==> config.mk <==
export PLATFORM = sky130hd
export DESIGN_NAME = mux_stream_n
export DESIGN_NICKNAME = d
export VERILOG_FILES = /design/src/rtl/mux_stream_n.sv
export SDC_FILE = /design/constraint.sdc
export NUM_CORES = 1
export LEC_CHECK = 0
export CORE_ASPECT_RATIO = 1.25
export CORE_MARGIN = 3
export CORE_UTILIZATION = 38
export CTS_CLUSTER_DIAMETER = 80
export DETAILED_ROUTE_END_ITERATION = 12
export PLACE_DENSITY = 0.88
export SLEW_MARGIN = 20
export SYNTH_ARGS = -nofsm -noshare
export SYNTH_HDL_FRONTEND = slang
export SYNTH_SLANG_ARGS = --single-unit
export TNS_END_PERCENT = 10
==> constraint.sdc <==
create_clock -name i_clk -period 3.5 [get_ports i_clk]
set_clock_uncertainty 0.15 [all_clocks]
set_input_delay 0.7 -clock i_clk [delete_from_list [all_inputs] [get_ports i_clk]]
set_output_delay 0.7 -clock i_clk [all_outputs]
set_load 0.05 [all_outputs]
==> src/rtl/mux_stream_n.sv <==
// mux_stream_n: N-channel stream multiplexer with a registered output stage.
//
// Picks one of CH valid/ready input channels and loads its word into a single
// output register with a valid/ready handshake toward the consumer. MODE 0
// selects the channel explicitly through i_s. MODE 1 arbitrates round-robin,
// starting the scan one past the last granted channel.
//
// Ports:
//   i_clk    in   1     clock, rising edge
//   i_rst    in   1     synchronous active-high reset
//   i_D      in   CH*n  flattened channel data, channel k at [k*n +: n]
//   i_valid  in   CH    per-channel valid
//   o_ready  out  CH    per-channel accept strobe (combinational)
//   i_s      in   SW    channel select, MODE 0 only
//   o_Y      out  n     registered output data
//   o_valid  out  1     registered output valid
//   i_ready  in   1     downstream ready
//   o_ch     out  SW    channel index of the word in o_Y
module mux_stream_n #(
    parameter int unsigned n    = 32,
    parameter int unsigned CH   = 4,
    parameter int unsigned MODE = 0,
    localparam int unsigned SW  = $clog2(CH)
) (
    input  logic          i_clk,
    input  logic          i_rst,
    input  logic [CH*n-1:0] i_D,
    input  logic [CH-1:0] i_valid,
    output logic [CH-1:0] o_ready,
    input  logic [SW-1:0] i_s,
    output logic [n-1:0]  o_Y,
    output logic          o_valid,
    input  logic          i_ready,
    output logic [SW-1:0] o_ch
);

    logic [CH-1:0] g;
    logic [SW-1:0] g_idx;
    logic          g_any;
    logic [SW-1:0] scan;
    logic          ld;
    logic [n-1:0]  sel_data;

    logic [n-1:0]  y_q;
    logic          valid_q;
    logic [SW-1:0] ch_q;
    logic [SW-1:0] ptr_q;

    // Output register may take a new word when empty or draining this edge.
    assign ld = !valid_q || i_ready;

    always_comb begin
        g     = '0;
        g_idx = '0;
        g_any = 1'b0;
        scan  = '0;
        if (MODE == 0) begin
            // Out-of-range select simply grants nothing.
            if (32'(i_s) < CH) begin
                if (i_valid[i_s]) begin
                    g[i_s] = 1'b1;
                    g_idx  = i_s;
                    g_any  = 1'b1;
                end
            end
        end else begin
            // Scan ptr+1 .. ptr+CH (mod CH); first valid channel wins.
            for (int unsigned off = 1; off <= CH; off++) begin
                scan = SW'((32'(ptr_q) + off) % CH);
                if (!g_any && i_valid[scan]) begin
                    g[scan] = 1'b1;
                    g_idx   = scan;
                    g_any   = 1'b1;
                end
            end
        end
    end

    always_comb begin
        o_ready = '0;
        if (!i_rst) begin
            o_ready = g & {CH{ld}};
        end
    end

    assign sel_data = i_D[32'(g_idx) * n +: n];

    always_ff @(posedge i_clk) begin
        if (i_rst) begin
            y_q     <= '0;
            valid_q <= 1'b0;
            ch_q    <= '0;
            ptr_q   <= SW'(CH - 1);
        end else if (ld) begin
            if (g_any) begin
                y_q     <= sel_data;
                ch_q    <= g_idx;
                valid_q <= 1'b1;
                if (MODE != 0) begin
                    ptr_q <= g_idx;
                end
            end else begin
                valid_q <= 1'b0;
            end
        end
    end

    assign o_Y     = y_q;
    assign o_valid = valid_q;
    assign o_ch    = ch_q;

endmodule

==> summary.txt <==
Status
  • Status: completed

Pwr
  • Switching fraction of total power: 0.351
  • Total power per unit cell area: 328 nW/um^2
  • Pint: just over 900 uW
  • Net switching power figure: around 500 uW
  • Share of power burned in the clock network: 0.224
  • Gate power share: 0.450
  • Static Leakage: approximately 0.0015 uW
  • VDD IR max: ~0.20 mV
  • Share of total power in sequential cells: 0.326

Clock network
  • Number of buffers inserted to repair setup after CTS: 0
  • Number of buffers on the longest clock path: 2
  • H-tree depth reported by CTS: 2
  • CTS tree: done
  • Cells resized by post-CTS repair: 0
  • Number of sinks on the clock net: 35
  • CTS Buf Count: 5
  • Hold bufs inserted after CTS: 0
  • Clock Root Buffer: sky130_fd_sc_hd__clkbuf_8
  • Clk slew on worst S/H paths: approximately 70 ps
  • Clock latency of the later-clocked register in the worst-skew pair: 280 ps

Floorplanning
  • Horizontal die dimension: ~78 um
  • Ports: 176
  • Count of standard-cell rows: 31
  • Die Height: approximately 95 um
  • CORE AREA: around 6000 um^2
  • Die Area: 7400 um^2
  • Initial core utilization: 0.404

Final layout
  • Share of layout cells above drive strength 1: 0.139
  • Layout Area Growth over Synthesis: 78.7%
  • Final non-filler cell total: between 500 and 600
  • Filler cells: about 460
  • Count of antenna diodes in the layout: 0
  • Number of nets in the finished design: 568
  • End-of-flow core utilization: 0.722

STA
  • Worst hold slack: 305 ps
  • Setup-failing EPs final: 0
  • Relative slew slack: 0.616
  • Max Clock Freq: just over 0.3 GHz
  • Part of the cycle the worst path needs: 0.942
  • PnR worst setup slack: ~200 ps
  • RSZ-0062 raised after global routing: false
  • Worst slew pin tran: approximately 570 ps
  • Max-slew violations: 0
  • Final min period: around 3300 ps
  • Total count of hold-check failures in the final report: 0

Worst setup path
  • Arrival time worst endpoint: 2450 ps
  • Setup CP Type: input pin to output port
  • Max incr delay on CP: 670 ps
  • Type of origin of the critical path: input pin
  • Critical path, cell by cell: clkdlybuf4s50_1 -> mux2_4 -> nand2_1 -> nor4b_1 -> buf_4 -> buf_12
  • Worst EP required: between 2000 and 3000 ps
  • Top delay family on crit path: buffers and inverters
  • Reg-to-reg endpoint: o_Y[13]
  • Slowest cell on crit path: sky130_fd_sc_hd__clkdlybuf4s50_1
  • Category of the worst setup path capture point: output port
  • Buffers & Inverters on Critical Path: 3
  • Internal reg-to-reg setup slack: ~1100 ps
  • Count of cells along the worst register-to-register path: 5
  • Worst Path Max Fanout: 18
  • Startpoint of the lowest-slack register-to-register path: o_valid

Yosys
  • Number of flops mapped to enable cells by yosys: 0
  • Nets in the synthesized netlist: around 410
  • Share of flip-flops with an asynchronous set or reset: 0
  • Count of synthesis-stage warnings from yosys: 0
  • Most used DFF post-synth: sky130_fd_sc_hd__dfxtp_1
  • Number of register bits inferred by synthesis: 35
  • Top cell type's share of synthesized area: 0.288
  • Cell type with the largest total area after synthesis: sky130_fd_sc_hd__dfxtp_1
  • Number of library cell types mapped by synthesis: 29
  • Sequential cell area fraction in the yosys report: 0.288
  • Synthesized cell area: roughly 2400 um^2
  • Leading post-synthesis cells by cell area: sky130_fd_sc_hd__dfxtp_1 29%, sky130_fd_sc_hd__mux2_2 15%, sky130_fd_sc_hd__a211oi_1 15%, sky130_fd_sc_hd__o31ai_1 5.6%, sky130_fd_sc_hd__o221ai_1 5.0%
  • Post-Syn Instances: between 200 and 300
  • Mapped Avg Cell Area: slightly below 9 um^2

Drt
  • Routed wire length per instance: about 19 um
  • Routed via count divided by cell count: roughly 5.8
  • Antenna Nets Post-Route: 0
  • Iteration-0 DRC count of the detailed router: about 180
  • DRC violations left: 0
  • Total vias in the final route: 2995
  • Detailed-router iteration count before antenna repair: 6
  • Total length of routed wires: just under 10000 um

Min path
  • Hold Startpoint: o_ch[0]
  • Worst Hold Class: register to register
  • End of the worst hold path: o_ch[0]
  • Number of cells traversed by the worst hold path: 2

Placed design
  • DP HPWL: 7360 um
  • Number of buffers added on ports: around 180
  • Placed cell count: roughly 510
  • Setup slack after placement: roughly 190 ps
  • Weighted congestion at the end of routability-driven global placement: 0.812

Global route
  • Overflow left after global routing: 0
  • First-pass GRT wire length: between 15000 and 20000 um
  • Via count of the first global-routing pass: 3071
  • Largest net degree at the start of global routing: just over 50
  • Number of antenna violations at the first check in global routing: 0
  • Overall global routing resource usage: 0.264

Job
  • Max-capacitance violation count: 0
kinds of logic after synthesis:
group / after synthesis / synth area share
AOI/OAI and AO/OA: 119 / 0.367
buffers and inverters: 55 / 0.104
DFF: 35 / 0.288
muxes: 35 / 0.163
and+or+nand+nor: 32 / 0.0778
power groups by stage:
stage	Clock (uW)	Sequential (uW)	Combinational (uW)
global placement	0	468	626
CTS	326	463	640
floorplan	0	615	204
detailed placement	0	471	637
finish	319	463	640
global route	343	467	675
stage by stage:
stage | power [uW] | cell area, um^2 | TNS (ps)
floorplan | 819 | 2440 | -607
global placement | 1090 | 4240 | 0
detailed placement | 1110 | 4240 | 0
CTS | 1430 | 4340 | 0
global route | 1480 | 4340 | 0
finish | 1420 | 4340 | 0
registers in the layout, summed over array words and instances, names as in the netlist:
register / count
o_Y: 32
o_ch: 2
o_valid: 1
layer usage:
| layer | global-route usage | part of all wire | vias to the layer above |
|---|---|---|---|
| li1 | - | - | 1417 |
| met5 | 0 | 0 | - |
| met2 | 0.496 | 0.51 | 153 |
| met1 | 0.272 | 0.36 | 1393 |
| met4 | 0.116 | 0.044 | 0 |
| met3 | 0.0766 | 0.078 | 32 |
worst max path at each step:
stage | from | slack (ps) | to | cells past startpoint
2_1_floorplan | i_s[1] | -390 | o_ready[3] | 5
5_1_grt | i_s[1] | 60 | o_ready[3] | 6
3_5_place_dp | i_s[1] | 190 | o_ready[3] | 6
3_3_place_gp | i_s[1] | 290 | o_ready[1] | 5
6_report | i_s[1] | 200 | o_ready[3] | 6
4_1_cts | i_s[1] | 180 | o_ready[3] | 6
cells in the mapped netlist, types with 3 or more instances:
cell,count
sky130_fd_sc_hd__a211oi_1,49
sky130_fd_sc_hd__a21oi_1,3
sky130_fd_sc_hd__and3_1,14
sky130_fd_sc_hd__buf_2,12
sky130_fd_sc_hd__buf_4,4
sky130_fd_sc_hd__clkbuf_1,20
sky130_fd_sc_hd__dfxtp_1,35
sky130_fd_sc_hd__inv_1,17
sky130_fd_sc_hd__mux2_2,33
sky130_fd_sc_hd__nand2_1,5
sky130_fd_sc_hd__o221ai_1,14
sky130_fd_sc_hd__o22ai_1,18
sky130_fd_sc_hd__o31ai_1,18
sky130_fd_sc_hd__o32ai_1,14
worst register-to-register path, delay by kind of cell (launching register included):
family / cells / cell delay [ps]
AND/OR/NAND/NOR: 3 / 1000
flip-flops: 1 / 350
buffers and inverters: 1 / 380
AO/OA/AOI/OAI: 1 / 450
layout by cell type, fill, tap and decap left out:
cell type                         synthesis  layout
sky130_fd_sc_hd__nand3_1                  2       2
sky130_fd_sc_hd__or3_1                    1       1
sky130_fd_sc_hd__buf_12                   0       5
sky130_fd_sc_hd__a31oi_1                  1       1
sky130_fd_sc_hd__o21ai_0                  2       2
sky130_fd_sc_hd__nor4b_1                  1       1
sky130_fd_sc_hd__nand2b_1                 1       1
sky130_fd_sc_hd__mux2i_1                  1       1
sky130_fd_sc_hd__and3_1                  14      14
sky130_fd_sc_hd__nand2_1                  5       4
sky130_fd_sc_hd__mux2_4                   1       1
sky130_fd_sc_hd__buf_4                    4      10
sky130_fd_sc_hd__clkbuf_1                20       1
sky130_fd_sc_hd__clkdlybuf4s50_1          0     170
sky130_fd_sc_hd__o31ai_1                 18      18
sky130_fd_sc_hd__and2_1                   1       1
sky130_fd_sc_hd__dfxtp_1                 35      35
sky130_fd_sc_hd__and4_1                   1       1
sky130_fd_sc_hd__o221ai_1                14      14
sky130_fd_sc_hd__nand2_2                  0       1
sky130_fd_sc_hd__nor2_1                   2       2
sky130_fd_sc_hd__nor4_2                   0       1
sky130_fd_sc_hd__nor2b_1                  1       1
sky130_fd_sc_hd__a21oi_1                  3       3
sky130_fd_sc_hd__nor3_4                   0       1
sky130_fd_sc_hd__buf_2                   12       1
sky130_fd_sc_hd__inv_1                   17      17
sky130_fd_sc_hd__clkbuf_8                 0       7
sky130_fd_sc_hd__mux2_2                  33      33
sky130_fd_sc_hd__o32ai_1                 14      14
sky130_fd_sc_hd__nor4_1                   2       1
sky130_fd_sc_hd__a211oi_1                49      49
sky130_fd_sc_hd__o22ai_1                 18      18
cell type report:
| cell class | instances | area (um^2) | area share |
|---|---|---|---|
| Sequential cell | 35 | 701 | 0.161 |
| Timing Repair Buffer | 186 | 1880 | 0.433 |
| Multi-Input combinational cell | 186 | 1490 | 0.344 |
| Clock buffer | 8 | 100 | 0.0231 |
| Tap cell | 82 | 103 | 0.0236 |
| Inverter | 17 | 63.8 | 0.0147 |
Note: power is estimated with default switching activity, not from simulation.
